### src/rtl/uart_pkg.sv
// rtl/uart_pkg.sv - shared types and constants for the oversampling UART receiver
package uart_pkg;

  typedef enum logic [2:0] {
    IDLE,
    START,
    DATA,
    PARITY,
    STOP,
    WAIT_HI
  } rx_state_e;

  localparam int MAX_DATA_W = 9;

  typedef struct packed {
    logic                  frm_err;
    logic                  par_err;
    logic [MAX_DATA_W-1:0] data;
  } rx_word_t;

  localparam logic PAR_EVEN = 1'b0;
  localparam logic PAR_ODD  = 1'b1;

  // ones_odd is the XOR of the data bits and the received parity bit
  function automatic logic par_mismatch(input logic ones_odd, input logic par_typ);
    return (par_typ == PAR_EVEN) ? ones_odd : !ones_odd;
  endfunction

endpackage

### src/rtl/uart_rx_os_if.sv
// rtl/uart_rx_os_if.sv - received-word handshake between the receiver and its consumer
interface uart_rx_os_if #(parameter int DATA_W = 8);

  logic [DATA_W-1:0] P_DATA_OUT;
  logic              DATA_VALID;
  logic              DATA_READY;
  logic              PAR_ERR;
  logic              FRM_ERR;

  modport master (output P_DATA_OUT, DATA_VALID, PAR_ERR, FRM_ERR, input DATA_READY);
  modport slave  (input P_DATA_OUT, DATA_VALID, PAR_ERR, FRM_ERR, output DATA_READY);

endinterface

### src/rtl/uart_rx_fifo.sv
// rtl/uart_rx_fifo.sv - circular receive FIFO; a push while full is accepted only alongside a pop
module uart_rx_fifo #(
  parameter int WIDTH = 10,
  parameter int DEPTH = 4
) (
  input  logic             clk,
  input  logic             reset,
  input  logic             i_push,
  input  logic             i_pop,
  input  logic [WIDTH-1:0] i_wdata,
  output logic [WIDTH-1:0] o_rdata,
  output logic             o_full,
  output logic             o_empty
);

  localparam int AW = (DEPTH > 1) ? $clog2(DEPTH) : 1;

  logic [WIDTH-1:0] r_mem [DEPTH];
  logic [AW-1:0]    r_wr;
  logic [AW-1:0]    r_rd;
  logic [AW:0]      r_cnt;
  logic             w_do_push;
  logic             w_do_pop;

  assign o_full    = (r_cnt == (AW+1)'(DEPTH));
  assign o_empty   = (r_cnt == '0);
  assign w_do_pop  = i_pop && !o_empty;
  assign w_do_push = i_push && (!o_full || w_do_pop);
  assign o_rdata   = r_mem[r_rd];

  always_ff @(posedge clk) begin
    if (w_do_push) r_mem[r_wr] <= i_wdata;
  end

  always_ff @(posedge clk) begin
    if (!reset) begin
      r_wr  <= '0;
      r_rd  <= '0;
      r_cnt <= '0;
    end else begin
      if (w_do_push) r_wr <= r_wr + 1'b1;
      if (w_do_pop)  r_rd <= r_rd + 1'b1;
      if (w_do_push && !w_do_pop)      r_cnt <= r_cnt + 1'b1;
      else if (w_do_pop && !w_do_push) r_cnt <= r_cnt - 1'b1;
    end
  end

endmodule

### src/rtl/uart_rx_os.sv
// rtl/uart_rx_os.sv - oversampling UART receiver with parity/framing/overrun reporting
// UART_RX_FIFO_EN selects a FIFO_DEPTH-entry FIFO instead of a single holding register.
module uart_rx_os
  import uart_pkg::*;
#(
  parameter int DATA_W     = 8,
  parameter int OS_RATE    = 16,
  parameter int FIFO_DEPTH = 4
) (
  input  logic        clk,
  input  logic        reset,
  input  logic        os_tick,
  input  logic        RX_IN,
  input  logic        PAR_EN,
  input  logic        PAR_TYP,
  input  logic        STOP2,
  uart_rx_os_if.master rx_if,
  output logic        OVR_ERR,
  output logic        BUSY
);

  localparam int TW = $clog2(OS_RATE);
  localparam int BW = $clog2(DATA_W);
  localparam int EW = DATA_W + 2;
  localparam logic [TW-1:0] T_MID = TW'(OS_RATE/2 - 1);
  localparam logic [TW-1:0] T_END = TW'(OS_RATE - 1);

  logic [1:0]        r_sync;
  logic              r_rx_q;
  rx_state_e         r_state, w_next;
  logic [TW-1:0]     r_tcnt;
  logic [BW-1:0]     r_bcnt;
  logic              r_scnt;
  logic [DATA_W-1:0] r_shift;
  logic              r_par_en, r_par_typ, r_stop2;
  logic              r_par_err, r_frm_err;
  logic              r_ovr;
  logic              w_rx, w_fall, w_tick_mid, w_tick_end, w_frm_now, w_push, w_pop;
  logic [EW-1:0]     w_entry, w_head;
  logic              w_valid;

  assign w_rx       = r_sync[1];
  assign w_fall     = r_rx_q && !w_rx;
  assign w_tick_mid = os_tick && (r_tcnt == T_MID);
  assign w_tick_end = os_tick && (r_tcnt == T_END);
  assign w_frm_now  = r_frm_err || !w_rx;
  assign w_entry    = {w_frm_now, r_par_err, r_shift};

  always_ff @(posedge clk) begin
    if (!reset) begin
      r_sync <= 2'b11;
      r_rx_q <= 1'b1;
    end else begin
      r_sync <= {r_sync[0], RX_IN};
      r_rx_q <= w_rx;
    end
  end

  always_ff @(posedge clk) begin
    if (!reset) r_state <= IDLE;
    else        r_state <= w_next;
  end

  always_comb begin
    w_next = r_state;
    w_push = 1'b0;
    case (r_state)
      IDLE:    if (w_fall) w_next = START;
      START:   if (w_tick_mid) w_next = w_rx ? IDLE : DATA;
      DATA:    if (w_tick_end && (r_bcnt == BW'(DATA_W-1))) w_next = r_par_en ? PARITY : STOP;
      PARITY:  if (w_tick_end) w_next = STOP;
      STOP: begin
        if (w_tick_end && (r_scnt == r_stop2)) begin
          w_push = 1'b1;
          // a low stop bit may be a break; wait for idle so it yields one frame only
          w_next = w_frm_now ? WAIT_HI : IDLE;
        end
      end
      WAIT_HI: if (w_rx) w_next = IDLE;
      default: w_next = IDLE;
    endcase
  end

  always_ff @(posedge clk) begin
    if (!reset) begin
      r_tcnt    <= '0;
      r_bcnt    <= '0;
      r_scnt    <= 1'b0;
      r_shift   <= '0;
      r_par_en  <= 1'b0;
      r_par_typ <= 1'b0;
      r_stop2   <= 1'b0;
      r_par_err <= 1'b0;
      r_frm_err <= 1'b0;
    end else begin
      if (r_state == IDLE && w_fall) begin
        r_tcnt    <= '0;
        r_bcnt    <= '0;
        r_scnt    <= 1'b0;
        r_par_err <= 1'b0;
        r_frm_err <= 1'b0;
        r_par_en  <= PAR_EN;
        r_par_typ <= PAR_TYP;
        r_stop2   <= STOP2;
      end else if (os_tick && r_state != IDLE && r_state != WAIT_HI) begin
        r_tcnt <= ((r_state == START) ? w_tick_mid : w_tick_end) ? '0 : r_tcnt + 1'b1;
      end
      if (w_tick_end) begin
        case (r_state)
          DATA: begin
            r_shift <= {w_rx, r_shift[DATA_W-1:1]};
            r_bcnt  <= r_bcnt + 1'b1;
          end
          PARITY: r_par_err <= par_mismatch(^r_shift ^ w_rx, r_par_typ);
          STOP: begin
            r_frm_err <= w_frm_now;
            r_scnt    <= 1'b1;
          end
          default: ;
        endcase
      end
    end
  end

`ifdef UART_RX_FIFO_EN
  logic          w_full, w_empty;
  logic [EW-1:0] w_rdata;

  assign w_pop   = !w_empty && rx_if.DATA_READY;
  assign w_valid = !w_empty;
  assign w_head  = w_empty ? '0 : w_rdata;

  uart_rx_fifo #(.WIDTH(EW), .DEPTH(FIFO_DEPTH)) u_fifo (
    .clk     (clk),
    .reset   (reset),
    .i_push  (w_push),
    .i_pop   (w_pop),
    .i_wdata (w_entry),
    .o_rdata (w_rdata),
    .o_full  (w_full),
    .o_empty (w_empty)
  );

  always_ff @(posedge clk) begin
    if (!reset) r_ovr <= 1'b0;
    else        r_ovr <= w_push && w_full && !w_pop;
  end
`else
  logic          r_valid;
  logic [EW-1:0] r_hold;

  assign w_pop   = r_valid && rx_if.DATA_READY;
  assign w_valid = r_valid;
  assign w_head  = r_hold;

  always_ff @(posedge clk) begin
    if (!reset) begin
      r_valid <= 1'b0;
      r_hold  <= '0;
      r_ovr   <= 1'b0;
    end else begin
      r_ovr <= 1'b0;
      if (w_push) begin
        if (!r_valid || w_pop) begin
          r_hold  <= w_entry;
          r_valid <= 1'b1;
        end else begin
          r_ovr <= 1'b1;
        end
      end else if (w_pop) begin
        r_valid <= 1'b0;
      end
    end
  end
`endif

  assign rx_if.P_DATA_OUT = w_head[DATA_W-1:0];
  assign rx_if.PAR_ERR    = w_head[DATA_W];
  assign rx_if.FRM_ERR    = w_head[DATA_W+1];
  assign rx_if.DATA_VALID = w_valid;
  assign OVR_ERR          = r_ovr;
  assign BUSY             = (r_state != IDLE);

endmodule

### src/flat_wrapper.sv
// flat-port wrapper written by rule: the top's interface ports become plain ports
module uart_rx_os_flat import uart_pkg::*;
#(
  parameter int DATA_W     = 8,
  parameter int OS_RATE    = 16,
  parameter int FIFO_DEPTH = 4
)
  (clk, reset, os_tick, RX_IN, PAR_EN, PAR_TYP, STOP2, OVR_ERR, BUSY, rx_if_P_DATA_OUT, rx_if_DATA_VALID, rx_if_PAR_ERR, rx_if_FRM_ERR, rx_if_DATA_READY);
  uart_rx_os_if #(.DATA_W(DATA_W)) rx_if_i ();
  input  logic clk;
  input  logic reset;
  input  logic os_tick;
  input  logic RX_IN;
  input  logic PAR_EN;
  input  logic PAR_TYP;
  input  logic STOP2;
  output logic OVR_ERR;
  output logic BUSY;
  output wire logic [$bits(rx_if_i.P_DATA_OUT)-1:0] rx_if_P_DATA_OUT;
  output wire logic [$bits(rx_if_i.DATA_VALID)-1:0] rx_if_DATA_VALID;
  output wire logic [$bits(rx_if_i.PAR_ERR)-1:0] rx_if_PAR_ERR;
  output wire logic [$bits(rx_if_i.FRM_ERR)-1:0] rx_if_FRM_ERR;
  input wire logic [$bits(rx_if_i.DATA_READY)-1:0] rx_if_DATA_READY;
  assign rx_if_P_DATA_OUT = rx_if_i.P_DATA_OUT;
  assign rx_if_DATA_VALID = rx_if_i.DATA_VALID;
  assign rx_if_PAR_ERR = rx_if_i.PAR_ERR;
  assign rx_if_FRM_ERR = rx_if_i.FRM_ERR;
  assign rx_if_i.DATA_READY = rx_if_DATA_READY;
  uart_rx_os #(.DATA_W(DATA_W), .OS_RATE(OS_RATE), .FIFO_DEPTH(FIFO_DEPTH)) u_core (.clk(clk), .reset(reset), .os_tick(os_tick), .RX_IN(RX_IN), .PAR_EN(PAR_EN), .PAR_TYP(PAR_TYP), .STOP2(STOP2), .rx_if(rx_if_i), .OVR_ERR(OVR_ERR), .BUSY(BUSY));
endmodule
### config.mk
export PLATFORM = sky130hd
export DESIGN_NAME = uart_rx_os_flat
export DESIGN_NICKNAME = d
export VERILOG_FILES = /design/src/rtl/uart_pkg.sv /design/src/rtl/uart_rx_os_if.sv /design/src/rtl/uart_rx_fifo.sv /design/src/rtl/uart_rx_os.sv /design/src/flat_wrapper.sv
export SDC_FILE = /design/constraint.sdc
export NUM_CORES = 1
export LEC_CHECK = 0
export ABC_AREA = 1
export CAP_MARGIN = 20
export CELL_PAD_IN_SITES_DETAIL_PLACEMENT = 0
export CELL_PAD_IN_SITES_GLOBAL_PLACEMENT = 1
export CORE_MARGIN = 2
export CORE_UTILIZATION = 41
export CTS_BUF_LIST = sky130_fd_sc_hd__clkbuf_2 sky130_fd_sc_hd__clkbuf_4 sky130_fd_sc_hd__clkbuf_8
export DETAILED_ROUTE_END_ITERATION = 7
export HOLD_SLACK_MARGIN = 0.12
export PLACE_DENSITY_LB_ADDON = 0.2
export SLEW_MARGIN = 40
export SYNTH_ARGS = -nofsm -noshare
export SYNTH_HDL_FRONTEND = slang
export SYNTH_SLANG_ARGS = --single-unit
### constraint.sdc
create_clock -name clk -period 2.2 [get_ports clk]
set_clock_uncertainty 0.1 [all_clocks]
set_input_delay 0.33 -clock clk [delete_from_list [all_inputs] [get_ports clk]]
set_output_delay 0.33 -clock clk [all_outputs]
set_load 0.03 [all_outputs]
# After elaboration in Yosys (flattened, before gate mapping)
# Index checks and enable logic that the tools add are counted.
# totals
regBits	39
inputBits	8
output_inout_bits	13
elab_cells	91
# classes
add_sub_neg	2
eq_ne	17
muxes	31
n_bitwise	2
reduce_logical	24
# op_table
operator	n
2-to-1 mux 3 bit	11
one-hot mux 3 bit (6 select lines)	1
2-to-1 mux 1 bit	17
inequality test 2 x 1 -> 1 bit (second input constant)	6
== test 3 bit (second input constant)	3
logical AND 1 bit	9
AND reduction 2 bit	4
parity 8 bit	1
== test 3 x 2 -> 1 bit (second input constant)	2
AND reduction 6 bit	1
adder 4 x 1 -> 4 bit (second input constant)	1
== test 4 x 3 -> 1 bit (second input constant)	1
== test 4 bit (second input constant)	1
2-to-1 mux 4 bit	1
adder 3 x 1 -> 3 bit (second input constant)	1
== test 3 x 1 -> 1 bit (second input constant)	1
zero test 1 bit	3
zero test 3 bit	1
inequality test 3 bit (second input constant)	1
nonzero test 3 bit	1
logical OR 1 bit	2
2-to-1 mux 2 bit	1
inequality test 2 bit (second input constant)	1
nonzero test 2 bit	1
4 further kinds	4

# Longest topological paths before layout
# logic_depth
word_depth	7
ltp_mapped	11
depth_no_buf	11

# Least setup slack after synthesis
# No wires, ideal clock.
# synth_path
path_kind	reg2reg
start	register u_core.r_tcnt[0]
end	register u_core.r_hold[3]
arrival_time_ps	1352
t_required_ps	2035
setup_slack_ps	684
stages_incl_launch_ff	9
n_path_buf	1
period_less_slack_ps	1516
path_cell_list	dfxtp_1 ha_1 nand2_1 nor3_4 nand4_4 inv_2 buf_6 nor2_1 nor2_1
# synth_between
elab_chain_len	6
# synth_lines
item	line_no	source
from (decl)	uart_rx_os.sv:31	logic [TW-1:0] r_tcnt;
from (signal assigned)	uart_rx_os.sv:106	r_tcnt <= ((r_state == START) ? w_tick_mid : w_tick_end) ? '0 : r_tcnt + 1'b1;
== test 4 bit	uart_rx_os.sv:45	assign w_tick_end = os_tick && (r_tcnt == T_END);
logical AND 1 bit	uart_rx_os.sv:45	
logical AND 1 bit	uart_rx_os.sv:73	if (w_tick_end && (r_scnt == r_stop2)) begin
2-to-1 mux 1 bit	uart_rx_os.sv:73	
2-to-1 mux 1 bit	uart_rx_os.sv:67	case (r_state)
AND reduction 2 bit (no source line)	n/a	
to (signal assigned)	uart_rx_os.sv:165	r_hold <= w_entry;
to (decl)	uart_rx_os.sv:150	logic [EW-1:0] r_hold;
# Every way passes these cells.
# A chain may end at the register's enable or synchronous reset.

# Worst setup path in the final report
# layout_path
start	register u_core.r_state[0]
end	output port BUSY
# layout_between
elab_chain_len	1
# layout_lines
item	line_no	source
from (decl)	uart_rx_os.sv:30	rx_state_e r_state, w_next;
from (signal assigned)	uart_rx_os.sv:61	else r_state <= w_next;
nonzero test 3 bit	uart_rx_os.sv:182	assign BUSY = (r_state != IDLE);
to (decl)	flat_wrapper.sv:18	output logic BUSY;
# Every way passes these cells.

==> results.md <==
- VDD IR max: about 0.43 mV
- Vias in the first global route: between 1,500 and 2,000
- Largest family of logic cells by synthesized area: simple AND/OR/NAND/NOR gates
- DRT antenna net count: 0
- Final hold vios: 0
- Fmax: approximately 500 MHz
- CTS clk-pin slew, worst paths: roughly 0.070 ns
- First-pass GRT wire length: roughly 7.0 mm
- Drt total wl: 4.019 mm
- Post-Synth Adder-Cell Area: 1.988%
- CTS tree: done
- Post-DP HPWL: 2.961 mm
- CP required: about 1.8 ns
- Number of synthesized register bits: 39
- Sinks on Clock Net: 39
- Worst slew pin tran: between 0.4 and 0.5 ns
- ANT cells: 0
- Crit Path Max Fanout: 5
- Post-DP Area: 2150 um^2
- Relative slew slack: between 70% and 80%
- Post-synthesis mux area share: 0%
- Startpoint Class: register
- Post-CTS setup buffer count: 0
- Cell Pwr Density: ~840 nW/um^2
- Fillcell total: approximately 470
- Final min period: between 2 and 2.5 ns
- Io pins: 21
- Hold buffers post-CTS: 0
- DRC Markers: 0
- 1st-pass router iterations: 4
- Setup_tns: 0 ns
- GRT Total Usage: around 17%
- Cell area after layout: 2238 um^2
- Nets@finish: around 310
- Initial antenna violation count: 0
- Initial Util: ~43%
- GPL Wtd Cong: a little under 0.9
- Comb power frac: 31.9%
- Num rows: 24
- Number of synthesis warnings: 0
- CP Capture Type: output pin
- CP arrival: 1.59 ns
- Pint: 1.201 mW
- Sw Share: approximately 36%
- Sequential share of power: a little over two fifths
- Std-Cell Core Area: between 4000 and 5000 um^2
- CTS H-tree lvls: 2
- Placed Cells: between 300 and 400
- Post-Syn Instances: roughly 280
- # setup viols final: 0
- Pleak: slightly below 1 nW
- Post_cts resized: 0
- Non-Filler Instances: ~360
- Synth cell types: 27
- Die Span X: ~72 um
- DR vias: 1,706
- RSZ-0062 raised after global routing: false
- Die height: 71.86 um
- Clock Latency Late Sink: ~0.29 ns
- Worst min-delay path class: reg2reg
- IO Port Bufs: 20
- Register area share after synthesis: between 40 and 50%
- Vias per cell: just under 5
- DR iter-0 viols: around 120
- Root buffer cell: clkbuf_8
- Global route overflow: 0
- Crit path kind: reg2out
- Synth Area in Compound Gates: between 10% and 20%
- Post-Synth XOR/XNOR Area: less than 1%
- Syn avg cell area: between 6 and 7 um^2
- Synth Cell Area: approximately 1900 um^2
- Outcome: completed
- Max cap viols: 0
- Largest net degree at the start of global routing: 22
- Drt wl/cell: 11.32 um
- Total chip power: ~1.9 mW
- Sw Pwr: just under 0.7 mW
- Die ar.: 5164 um^2
- Number of buffers created by CTS: 5
- Final max-slew violation count: 0
- Fin crit share: slightly above 90%
- Fraction of layout cells with a size suffix above 1: a little under a tenth
- Area grow syn2layout: 18.56%
- Power share of the clock group: 25.7%
- Max clock buf depth: 2
- Syn_nets: around 290
- Fraction of the mapped netlist area in simple logic gates: around a third
[placed cells by master, fill, tap and decap left out, drive strengths merged]
master and n:
nor3b 1, nor2 46, clkinvlp 1, nor3 7, inv 35, ha 3, nand3 13, o21ai 29
nand4 4, nand3b 2, or2 4, o211ai 1, dfxtp 39, clkdlybuf4s50 20, clkbuf 6, buf 4
a21oi 16, xnor2 2, a211oi 1, clkinv 1, nand2 68
[cell usage after synthesis, drive strengths merged]
library cell / count / area share [%]
nand3: 13 / 3.4
nor3: 7 / 2.7
nand2: 68 / 14
ha: 3 / 2.0
inv: 35 / 7.0
nor3b: 1 / 0.40
or2: 4 / 1.3
xnor2: 2 / 0.93
nand3b: 2 / 0.79
nand4: 4 / 2.1
o21ai: 29 / 7.7
a21oi: 16 / 4.2
o211ai: 1 / 0.40
a211oi: 1 / 0.40
nor2: 46 / 9.8
buf: 2 / 1.2
dfxtp: 39 / 41
clkbuf: 3 / 0.60
[worst max-delay path, stage by stage (launching register included)]
cell and delay [ns]:
dfxtp_1 0.40, nor2_1 0.10, nand2_2 0.12, clkdlybuf4s50_1 0.68
[stage by stage]
step	setup slack, ns	util (%)	hold WS (ns)
2_1_floorplan	0.6835	-	0.2925
3_3_place_gp	0.1773	49.03	0.2976
3_5_place_dp	0.1118	49.03	0.3039
4_1_cts	0.1713	51.06	0.3228
5_1_grt	0.1164	51.06	0.3628
6_report	0.1753	51.06	0.3212
[state kept, by name (all words and copies together) (netlist names), 2 cells and up]
register and flops:
u_core.r_bcnt 3, u_core.r_state 3, u_core.r_tcnt 4, u_core.r_hold 10, u_core.r_shift 8, u_core.r_sync 2
[worst paths after layout]
| check | start | to | slack, ns | cells past startpoint |
|---|---|---|---|---|
| max | u_core.r_state[0] | BUSY | 0.18 | 3 |
| min reg2reg | u_core.r_sync[0] | u_core.r_sync[1] | 0.32 | 1 |
| max reg2reg | u_core.r_tcnt[0] | u_core.r_hold[9] | 0.41 | 7 |
| min | u_core.r_sync[0] | u_core.r_sync[1] | 0.32 | 1 |
[layer usage]
layer	GRT usage [%]	wire, um
met5	0	0
met4	6.289	62
met3	4.079	152
met2	24.49	1643
met1	24.98	2160
[area by class of cell]
cell class	instances	area, um^2	area share [%]
clock buffers	6	76.32	3.410
clock inverters	2	12.51	0.5590
inverters	35	131.4	5.869
multi-input cells	197	942.2	42.09
flip-flops and latches	39	780.7	34.88
well taps	52	65.06	2.907
repair buffers	24	230.2	10.29
[power by group through the flow]
stage,clock network [mW],logic (mW),registers (mW)
floorplan,0,0.442,0.812
global placement,0,0.600,0.816
detailed placement,0,0.594,0.816
CTS,0.502,0.598,0.800
global route,0.534,0.678,0.808
finish,0.483,0.600,0.800
[cell families after synthesis]
group | count (synthesis)
compound gates | 47
xor+xnor | 2
fa+ha+maj | 3
buf+inv | 40
flops | 39
simple gates | 145
Power figures use the tool's default switching activity.
